--- src/rtl/sfu_ctrl_if.sv ---
// Handshake/control bundle between sfu_ctrl and its neighbours (output FIFO,
// SFU datapath, downstream consumer). Optional perf port under SFU_CTRL_PERF_EN.
interface sfu_ctrl_if #(
    parameter int unsigned pass_bw = 4,
    parameter int unsigned out_bw  = 4
);
    logic               start;
    logic [pass_bw-1:0] num_pass;
    logic [out_bw-1:0]  num_out;
    logic               ofifo_valid;
    logic               ofifo_rd;
    logic               acc;
    logic               clr;
    logic               out_valid;
    logic               out_ready;
    logic               busy;
    logic               done;
`ifdef SFU_CTRL_PERF_EN
    logic [15:0]        stall_cycles;
`endif

    // Controller side
    modport master (
        input  start, num_pass, num_out, ofifo_valid, out_ready,
        output ofifo_rd, acc, clr, out_valid, busy, done
`ifdef SFU_CTRL_PERF_EN
        , output stall_cycles
`endif
    );

    // Environment side
    modport slave (
        output start, num_pass, num_out, ofifo_valid, out_ready,
        input  ofifo_rd, acc, clr, out_valid, busy, done
`ifdef SFU_CTRL_PERF_EN
        , input stall_cycles
`endif
    );
endinterface

--- src/rtl/sfu_ctrl.sv ---
// SFU accumulator sequencer: per output vector, clear the accumulator, pop
// num_pass psum vectors (one acc strobe each), then offer the result downstream.
// Optional stall counter enabled by defining SFU_CTRL_PERF_EN.
module sfu_ctrl #(
    parameter int unsigned pass_bw = 4,
    parameter int unsigned out_bw  = 4
) (
    input  logic         clk,
    input  logic         reset,
    sfu_ctrl_if.master   bus
);

    typedef enum logic [2:0] {
        StIdle,
        StClear,
        StRead,
        StFlush,
        StHold,
        StDone
    } state_e;

    state_e             state_q, state_d;
    logic [pass_bw-1:0] np_q;
    logic [out_bw-1:0]  no_q;
    logic [pass_bw-1:0] pass_cnt_q;
    logic [out_bw-1:0]  out_cnt_q;
    logic               acc_q;

    logic               pop;
    logic               last_pass;
    logic               last_out;
    logic               accept;
    logic               launch;

    assign pop       = (state_q == StRead) && bus.ofifo_valid;
    assign last_pass = (pass_cnt_q == np_q - pass_bw'(1));
    assign last_out  = (out_cnt_q == no_q - out_bw'(1));
    assign accept    = (state_q == StHold) && bus.out_ready;
    assign launch    = (state_q == StIdle) && bus.start;

    // State register
    always_ff @(posedge clk or negedge reset) begin
        if (!reset) begin
            state_q <= StIdle;
        end else begin
            state_q <= state_d;
        end
    end

    // Next-state logic
    always_comb begin
        state_d = state_q;
        case (state_q)
            StIdle:  if (bus.start) state_d = StClear;
            StClear: state_d = StRead;
            StRead:  if (pop && last_pass) state_d = StFlush;
            StFlush: state_d = StHold;
            StHold:  if (bus.out_ready) state_d = last_out ? StDone : StClear;
            StDone:  state_d = StIdle;
            default: state_d = StIdle;
        endcase
    end

    // Outputs decoded from state; acc comes from its own register
    always_comb begin
        bus.ofifo_rd  = pop;
        bus.clr       = (state_q == StClear);
        bus.out_valid = (state_q == StHold);
        bus.busy      = (state_q != StIdle);
        bus.done      = (state_q == StDone);
        bus.acc       = acc_q;
    end

    // Job sizes latched at launch (0 means 1) and pass/output counters
    always_ff @(posedge clk or negedge reset) begin
        if (!reset) begin
            np_q       <= '0;
            no_q       <= '0;
            pass_cnt_q <= '0;
            out_cnt_q  <= '0;
        end else begin
            if (launch) begin
                np_q       <= (bus.num_pass == '0) ? pass_bw'(1) : bus.num_pass;
                no_q       <= (bus.num_out == '0) ? out_bw'(1) : bus.num_out;
                pass_cnt_q <= '0;
                out_cnt_q  <= '0;
            end
            if (pop) begin
                pass_cnt_q <= last_pass ? '0 : pass_cnt_q + pass_bw'(1);
            end
            if (accept && !last_out) begin
                out_cnt_q <= out_cnt_q + out_bw'(1);
            end
        end
    end

    // Read data lands one cycle after the pop, so acc trails ofifo_rd by one
    always_ff @(posedge clk or negedge reset) begin
        if (!reset) begin
            acc_q <= 1'b0;
        end else begin
            acc_q <= pop;
        end
    end

`ifdef SFU_CTRL_PERF_EN
    logic [15:0] stall_q;
    logic        stalled;

    assign stalled = ((state_q == StRead) && !bus.ofifo_valid) ||
                     ((state_q == StHold) && !bus.out_ready);
    assign bus.stall_cycles = stall_q;

    // Saturating stall counter, restarted with each job
    always_ff @(posedge clk or negedge reset) begin
        if (!reset) begin
            stall_q <= '0;
        end else if (launch) begin
            stall_q <= '0;
        end else if (stalled && (stall_q != 16'hFFFF)) begin
            stall_q <= stall_q + 16'd1;
        end
    end
`endif

endmodule
--- src/flat_wrapper.sv ---
// flat-port wrapper written by rule: the top's interface ports become plain ports
module sfu_ctrl_flat 
#(
    parameter int unsigned pass_bw = 4,
    parameter int unsigned out_bw  = 4
)
  (clk, reset, bus_start, bus_num_pass, bus_num_out, bus_ofifo_valid, bus_out_ready, bus_ofifo_rd, bus_acc, bus_clr, bus_out_valid, bus_busy, bus_done);
  sfu_ctrl_if #(.pass_bw(pass_bw), .out_bw(out_bw)) bus_i ();
  input  logic clk;
  input  logic reset;
  input wire logic [$bits(bus_i.start)-1:0] bus_start;
  input wire logic [$bits(bus_i.num_pass)-1:0] bus_num_pass;
  input wire logic [$bits(bus_i.num_out)-1:0] bus_num_out;
  input wire logic [$bits(bus_i.ofifo_valid)-1:0] bus_ofifo_valid;
  input wire logic [$bits(bus_i.out_ready)-1:0] bus_out_ready;
  output wire logic [$bits(bus_i.ofifo_rd)-1:0] bus_ofifo_rd;
  output wire logic [$bits(bus_i.acc)-1:0] bus_acc;
  output wire logic [$bits(bus_i.clr)-1:0] bus_clr;
  output wire logic [$bits(bus_i.out_valid)-1:0] bus_out_valid;
  output wire logic [$bits(bus_i.busy)-1:0] bus_busy;
  output wire logic [$bits(bus_i.done)-1:0] bus_done;
  assign bus_i.start = bus_start;
  assign bus_i.num_pass = bus_num_pass;
  assign bus_i.num_out = bus_num_out;
  assign bus_i.ofifo_valid = bus_ofifo_valid;
  assign bus_i.out_ready = bus_out_ready;
  assign bus_ofifo_rd = bus_i.ofifo_rd;
  assign bus_acc = bus_i.acc;
  assign bus_clr = bus_i.clr;
  assign bus_out_valid = bus_i.out_valid;
  assign bus_busy = bus_i.busy;
  assign bus_done = bus_i.done;
  sfu_ctrl #(.pass_bw(pass_bw), .out_bw(out_bw)) u_core (.clk(clk), .reset(reset), .bus(bus_i));
endmodule
--- config.mk ---
export PLATFORM = sky130hd
export DESIGN_NAME = sfu_ctrl_flat
export DESIGN_NICKNAME = d
export VERILOG_FILES = /design/src/rtl/sfu_ctrl_if.sv /design/src/rtl/sfu_ctrl.sv /design/src/flat_wrapper.sv
export SDC_FILE = /design/constraint.sdc
export NUM_CORES = 1
export LEC_CHECK = 0
export ABC_CLOCK_PERIOD_IN_PS = 2860
export BUFFER_PORTS_ARGS = -buffer_cell sky130_fd_sc_hd__buf_2
export CAP_MARGIN = 5
export CORE_AREA = 2 2 46 52
export CTS_CLUSTER_DIAMETER = 50
export DETAILED_ROUTE_END_ITERATION = 7
export DIE_AREA = 0 0 48 54
export GPL_TIMING_DRIVEN = 0
export PLACE_DENSITY_LB_ADDON = 0.05
export SETUP_SLACK_MARGIN = 0.02
export SYNTH_ARGS = -nofsm -noshare
export SYNTH_HDL_FRONTEND = slang
export SYNTH_SLANG_ARGS = --single-unit
--- constraint.sdc ---
create_clock -name clk -period 2.86 [get_ports clk]
set_input_delay 0.572 -clock clk [delete_from_list [all_inputs] [get_ports clk]]
set_output_delay 0.572 -clock clk [all_outputs]
set_load 0.02 [all_outputs]
==> results of run 1 <==
metal layers:
metal  track usage  up-vias
met1        0.2004      395
li1              -      400
met2        0.3178        7
met3       0.03020        4
met5             0        -
met4       0.09459        0
synth_stat cells (2+ instances only):
library cell | number | area [sq um]
dfrtp_1 | 20 | 500.5
o21ai_1 | 7 | 35.03
xnor2_1 | 7 | 61.31
inv_1 | 6 | 22.52
xor2_1 | 6 | 52.55
nor3_1 | 5 | 25.02
ha_1 | 4 | 50.05
mux2_1 | 4 | 45.04
nand2_1 | 4 | 15.01
nor2_1 | 4 | 15.01
nand3_1 | 3 | 15.01
a22o_1 | 2 | 17.52
a31o_1 | 2 | 17.52
a32o_1 | 2 | 20.02
buf_2 | 2 | 10.01
o211a_1 | 2 | 20.02
o21ai_0 | 2 | 10.01
metrics by stage:
step	instances	hold slack (ns)	utilization	instance area, sq um	total power [W]
after floorplan	101	0.2764	-	1129	0.0009704
after global placement	149	0.4989	0.5871	1256	0.001089
after detailed placement	149	0.5081	0.5871	1256	0.001114
after CTS	153	0.2086	0.6041	1292	0.001280
after global routing	153	0.2256	0.6041	1292	0.001370
final	153	0.2021	0.6041	1292	0.001263
kinds of logic after synthesis:
| kind of cell | count (synthesis) | share of synthesized area |
|---|---|---|
| compound gates | 20 | 0.1286 |
| xor+xnor | 14 | 0.1208 |
| fa+ha+maj | 4 | 0.04435 |
| buf+inv | 10 | 0.03880 |
| flops | 20 | 0.4435 |
| mux | 6 | 0.06208 |
| simple gates | 27 | 0.1619 |
registers in the layout (all words and copies together), names as in the netlist:
register           cells
u_core.out_cnt_q       4
u_core.np_q            4
u_core.pass_cnt_q      4
u_core.bus.acc         1
u_core.no_q            4
u_core.state_q         3
area by class of cell:
class	instances	share of cell area
tap	30	0.02904
sequential	20	0.3872
timing repair buffer	18	0.06970
buffer	3	0.01355
clock buffer	4	0.02807
multi-input combinational	71	0.4521
inverter	7	0.02033
worst paths after layout:
kind | from | end | slack [ns]
max | u_core.state_q[0]$_DFFE_PN0P_ | bus_ofifo_rd | 0.72
min | reset | u_core.out_cnt_q[2]$_DFFE_PN0P_ | 0.20
max reg2reg | u_core.no_q[0]$_DFFE_PN0P_ | u_core.out_cnt_q[1]$_DFFE_PN0P_ | 1.07
min reg2reg | u_core.out_cnt_q[2]$_DFFE_PN0P_ | u_core.out_cnt_q[2]$_DFFE_PN0P_ | 0.51
max in group asynchronous | reset | u_core.no_q[0]$_DFFE_PN0P_ | 2.35
min in group clk | bus_num_pass[2] | u_core.np_q[2]$_DFFE_PN0P_ | 0.50
worst reg2reg max path, cell delays in order, from the launching register on:
cell and delay, ns:
dfrtp_1 0.40, inv_1 0.07, ha_1 0.21, xnor3_1 0.27
nand3_1 0.18, o21ai_2 0.24, mux2_4 0.32
power by group through the flow:
stage	registers [W]	clock network, W	logic (W)
floorplan	0.000464	0	0.000507
detailed placement	0.000480	0	0.000635
global route	0.000487	0.000180	0.000703
CTS	0.000473	0.000168	0.000638
global placement	0.000475	0	0.000613
finish	0.000472	0.000161	0.000629
==> metrics.csv, run 1 <==
stage;metric;value;unit
global_routing;GRT Total Usage;0.1805;
critical_path;Startpoint Class;register;
drt;DR top layer;met4;
yosys;Yosys warnings;0;
yosys;Syn Area/Cell;11.17;sq um
floorplan;FP Rows;18;
drt;post-route DRC violation count;0;
yosys;sequential cell area fraction in the yosys report;0.4435;
floorplan;Die Width;48;um
timing;final setup fails;0;
power;Clk pwr share;0.128;
final_layout;P&R area growth vs syn;14.52;%
critical_path;Critical Path AT;1.56;ns
critical_path;CP required;2.29;ns
floorplan;Starting Density;0.5275;
yosys;Mapped Nets;118;
critical_path;worst path bufs/invs;3;
power;Psw;0.0005131;W
clock_tree;CTS root buf;clkbuf_4;
clock_tree;Clk pin slew, worst setup/hold paths;0.11;ns
yosys;number of synthesized register bits;20;
critical_path;Reg2Reg Depth;6;
global_routing;pin count of the biggest net entering global routing;21;
critical_path;critical path cell sequence;buf_2 -> nand4bb_1 -> inv_2 -> buf_2;
timing;Final Hold Viols;0;
drt;routed wl met2;1007;um
clock_tree;Max clock buf depth;2;
final_layout;n_diodes;0;
timing;Tmin final;2.136;ns
drt;Initial DRC Count;5;
final_layout;filler cell count;192;
yosys;Mapped Cells;101;
clock_tree;# Post-CTS Setup Buffers;0;
drt;TritonRoute pass-1 iters;4;
global_routing;first-pass GRT wire length;3167;um
power;Logic pwr share;0.498;
critical_path;slowest CP cell;dfrtp_1;
timing;Max Clk Rate;468.1;MHz
flow_run;maximum capacitance violations;0;
drt;M1 WL;844;um
clock_tree;TritonCTS Buffers;3;
timing;setup_tns;0;ns
clock_tree;post-cts sizing count;0;
critical_path;CP Class;register to output pin;
critical_path;CP delay by family, top;buffers and inverters;
timing;RSZ-0062 raised after global routing;no;
placement;Post-DP HPWL;1486;um
global_routing;initial antenna violation count;0;
yosys;async set or reset register ratio after synthesis;1.000;
floorplan;IO Pins;19;
drt;Wirelength per Cell;12.56;um
floorplan;die height;54;um
drt;WL final;1922;um
clock_tree;CTS tree;yes;
final_layout;Multi-input gate area;584.3;sq um
timing;clock skew;0.001882;ns
placement;I/O Buffers;18;
critical_path;crit-path max FO;8;
power;Net Sw Frac;0.4062;
power;peak supply drop;595.4;uV
timing;post-route setup slack;0.7236;ns
clock_tree;Clk Latency, worst-skew pair;0.30;ns
final_layout;register area;500.5;sq um
power;Leakage;0.6492;nW
timing;Max Slew Vio Count;0;
power;Reg power frac;0.374;
drt;post-route ant nets;0;
timing;final cycle utilization of the critical path;0.7470;
placement;Final Wtd Congestion;0.7315;
timing;Relative slew margins;0.6875;
final_layout;share of cells above drive strength 1;0.2602;
min_path;Hold WC Path Type;primary input to async pin;
power;PwrDens;977.2;nW/um^2
critical_path;cell mode on critical path;buf_2;
yosys;EDFF count, synth;0;
power;Pint;0.0007500;W
drt;vias per cell;5.268;
critical_path;max incr delay on CP;0.37;ns
critical_path;element type at the critical path end;output pin;
clock_tree;H-tree lvl count;1;
floorplan;core footprint;2140;sq um
clock_tree;CTS Sinks;20;
final_layout;most frequent cells in the layout;20 x buf_2, 20 x dfrtp_1, 7 x xnor2_1, 7 x o21ai_1;
status;status;finished, final reports clean;
drt;met3 wire len;34;um
drt;via count;806;
yosys;synthesized cell area;1129;sq um
clock_tree;Hold-fix buffers, CTS;0;
yosys;top_reg_cell synth;dfrtp_1;
global_routing;GR Overflow Total;0;
yosys;synth unique cells;36;
placement;dpl ws;1.046;ns
final_layout;Final nets;141;
global_routing;vias in the first global route;778;
floorplan;die area;2592;sq um
critical_path;Crit path depth;4;
timing;Worst-Margin Slew;0.4668;ns
No activity file was read; power rests on OpenSTA's default activity.
==> inputs of run 2 (changes only) <==
--- a/config.mk
+++ b/config.mk
@@ -5,13 +5,14 @@
 export SDC_FILE = /design/constraint.sdc
 export NUM_CORES = 1
 export LEC_CHECK = 0
-export ABC_CLOCK_PERIOD_IN_PS = 2860
+export ABC_AREA = 1
+export ABC_CLOCK_PERIOD_IN_PS = 2050
 export BUFFER_PORTS_ARGS = -buffer_cell sky130_fd_sc_hd__buf_2
 export CAP_MARGIN = 5
-export CORE_AREA = 2 2 46 52
+export CORE_AREA = 2 2 48 55
 export CTS_CLUSTER_DIAMETER = 50
 export DETAILED_ROUTE_END_ITERATION = 7
-export DIE_AREA = 0 0 48 54
+export DIE_AREA = 0 0 50 57
 export GPL_TIMING_DRIVEN = 0
 export PLACE_DENSITY_LB_ADDON = 0.05
 export SETUP_SLACK_MARGIN = 0.02
==> constraint.sdc (replaced) <==
create_clock -name clk -period 2.05 [get_ports clk]
set_input_delay 0.41 -clock clk [delete_from_list [all_inputs] [get_ports clk]]
set_output_delay 0.41 -clock clk [all_outputs]
set_load 0.02 [all_outputs]
==> run 2 against run 1 <==
Largest power group unchanged; sequential power rose by 49%; sequential cell count did not move; hold slack worse by 0.17 ns; power rose by 51%; clock power rose by 45%; cell area rose by 5.7%.
==> metrics.csv, run 2 <==
stage;metric;value;unit;change
clock_tree;Clk Latency, worst-skew pair;0.30;ns;about the same
min_path;Hold WC Path Type;primary input to async pin;;
final_layout;filler cell count;228;;+19%
flow_run;maximum capacitance violations;0;;unchanged
final_layout;leading cell type in the layout, fill and taps excluded;nand2_1;;
global_routing;global-route met2 utilization;0.3120;;-0.005748
yosys;commonest cells in the netlist;43 x nand2_1, 27 x inv_1, 20 x dfrtp_1, 16 x nand3_1, 12 x o21ai_0;;
power;PwrDens;1395;nW/um^2;+43%
timing;Relative slew margins;0.6981;;+0.01060
yosys;Mapped Nets;174;;+47%
clock_tree;Clk pin slew, worst setup/hold paths;0.12;ns;about the same
critical_path;Reg2Reg Depth;8;;+2
final_layout;share of cells above drive strength 1;0.1899;;-0.07022
global_routing;GRT Total Usage;0.1781;;-0.002392
drt;via count;1005;;+25%
timing;Max Slew Vio Count;0;;unchanged
clock_tree;CTS root buf;clkbuf_4;;
global_routing;GR peak layer;met2;;
yosys;EDFF count, synth;0;;unchanged
yosys;Area contributors post-synth;dfrtp_1 42%, nand2_1 13%, inv_1 8.4%;;
floorplan;FP Rows;19;;+1
placement;I/O Buffers;18;;unchanged
yosys;Synth area leader;dfrtp_1;;
final_layout;Final nets;197;;+40%
critical_path;CP Class;register to output pin;;
critical_path;flop2flop setup slack;0.48;ns;-0.59 ns
clock_tree;Max clock buf depth;2;;unchanged
yosys;Syn Area/Cell;7.651;sq um;-32%
critical_path;CP endpoint;bus_ofifo_rd;;
global_routing;initial antenna violation count;0;;unchanged
yosys;sequential cell area fraction in the yosys report;0.4167;;-0.02679
yosys;Yosys warnings;0;;unchanged
timing;final setup fails;0;;unchanged
yosys;synth unique cells;21;;-42%
placement;Placed Area;1330;sq um;+5.9%
floorplan;IO Pins;19;;unchanged
global_routing;Global Route met1 Usage;0.2131;;+0.01263
clock_tree;# Post-CTS Setup Buffers;0;;unchanged
timing;final cycle utilization of the critical path;0.8476;;
final_layout;P&R area growth vs syn;13.75;%;
final_layout;most frequent cells in the layout;43 x nand2_1, 27 x inv_1, 20 x buf_2, 20 x dfrtp_1, 16 x nand3_1;;
global_routing;vias in the first global route;970;;+25%
yosys;Mapped Cells;157;;+55%
placement;Post-DP HPWL;1685;um;+13%
drt;Initial DRC Count;34;;+29
global_routing;first-pass GRT wire length;3926;um;+24%
critical_path;Critical Path Source;u_core.state_q[2]$_DFFE_PN0P_;;
global_routing;met3 Usage GRT;0.03141;;+0.001212
timing;Tmin final;1.737;ns;
critical_path;CP required;1.64;ns;-0.65 ns
clock_tree;Hold-fix buffers, CTS;0;;unchanged
floorplan;die area;2850;sq um;+10%
global_routing;GR Overflow Total;0;;unchanged
yosys;async set or reset register ratio after synthesis;1.000;;unchanged
timing;clock skew;0.002783;ns;+0.0009001 ns
power;Leakage;0.7643;nW;+18%
floorplan;core footprint;2354;sq um;+10%
yosys;number of synthesized register bits;20;;unchanged
critical_path;Critical R2R Capture;u_core.pass_cnt_q[3]$_DFFE_PN0P_;;
timing;RSZ-0062 raised after global routing;no;;
drt;WL final;2146;um;+12%
clock_tree;CTS tree;yes;;
clock_tree;TritonCTS Buffers;3;;unchanged
yosys;top_reg_cell synth;dfrtp_1;;
floorplan;die height;57;um;+5.6%
clock_tree;CTS Sinks;20;;unchanged
final_layout;Finished Cell Area;1366;sq um;+5.7%
timing;Max Clk Rate;575.5;MHz;
drt;vias per cell;4.786;;-9.2%
drt;post-route DRC violation count;0;;unchanged
drt;TritonRoute pass-1 iters;4;;unchanged
critical_path;R2R Path Start;u_core.np_q[0]$_DFFE_PN0P_;;
floorplan;Starting Density;0.5104;;-0.01712
critical_path;Startpoint Class;register;;
critical_path;element type at the critical path end;output pin;;
timing;Final Hold Viols;0;;unchanged
final_layout;n_diodes;0;;unchanged
critical_path;Critical Path AT;1.33;ns;-0.23 ns
yosys;top-count cell post-synth;nand2_1;;
status;status;finished, final reports clean;;
drt;Wirelength per Cell;10.22;um;-19%
placement;Final Wtd Congestion;0.8046;;+10%
power;peak supply drop;802.4;uV;+35%
timing;setup_tns;0;ns;unchanged
yosys;synthesized cell area;1201;sq um;+6.4%
global_routing;pin count of the biggest net entering global routing;21;;unchanged
clock_tree;H-tree lvl count;1;;unchanged
clock_tree;post-cts sizing count;0;;unchanged
yosys;share of the synthesized area in the top cell type;0.4167;;-0.02679
drt;post-route ant nets;0;;unchanged
critical_path;crit-path max FO;4;;-4
power;total power;0.001905;W;+51%
timing;Worst-Margin Slew;0.4529;ns;-0.01393 ns
floorplan;Die Width;50;um;+4.2%
run 2: cell count changes after synthesis, moves of 3 or more:
| cell | change |
|---|---|
| inv_1 | +21 |
| mux2_1 | -4 |
| nand2_1 | +39 |
| nand3_1 | +13 |
| o21ai_0 | +10 |
| o21ai_1 | -4 |
| xnor2_1 | -3 |
run 2: where the power goes:
part	leakage, nW	switching, W	internal [W]	total [W]
Sequential	0.260	0.000157	0.000546	0.000702
Clock	0.0210	0.000125	0.000108	0.000234
Combinational	0.484	0.000597	0.000372	0.000969
Total	0.764	0.000880	0.00103	0.00191
run 2: through the flow:
step	hold slack, ns	std cells	setup slack (ns)	util
floorplan	0.1144	157	0.6437	-
global placement	0.3823	206	0.5452	0.5651
detailed placement	0.3877	206	0.5042	0.5651
CTS	0.04739	210	0.2837	0.5805
global route	0.05872	210	0.1619	0.5805
finish	0.03656	210	0.3125	0.5805
run 2: worst min-delay path by stage:
stage | slack (ns) | to
finish | 0.04 | u_core.pass_cnt_q[2]$_DFFE_PN0P_
detailed placement | 0.39 | u_core.pass_cnt_q[0]$_DFFE_PN0P_
global placement | 0.38 | u_core.pass_cnt_q[2]$_DFFE_PN0P_
global route | 0.06 | u_core.pass_cnt_q[0]$_DFFE_PN0P_
CTS | 0.05 | u_core.pass_cnt_q[0]$_DFFE_PN0P_
floorplan | 0.11 | u_core.bus.acc$_DFF_PN0_
run 2: critical path: stages (launching register included):
cell and delay (ns):
dfrtp_1 0.44, nor3_2 0.22, nand2_1 0.09, inv_1 0.10, buf_2 0.17
run 2: logic make-up after synthesis:
logic type,Yosys count,synth area share
xor+xnor,10,0.07291
simple gates,74,0.2917
compound gates,18,0.07813
fa+ha+maj,4,0.04167
flops,20,0.4167
buf+inv,31,0.09896
run 2: layout make-up:
type / count / area (sq um) / share of cell area
Buffer: 2 / 10.01 / 0.007326
Timing Repair Buffer: 18 / 90.09 / 0.06593
Inverter: 29 / 108.9 / 0.07967
Tap cell: 31 / 38.79 / 0.02839
Sequential cell: 20 / 500.5 / 0.3663
Clock buffer: 4 / 36.28 / 0.02656
Multi-Input combinational cell: 106 / 581.8 / 0.4258
run 2: layer usage:
metal	routed length [um]	vias to the layer above
met5	0	-
met1	980	453
met4	16	0
met3	72	2
met2	1077	16
li1	-	534
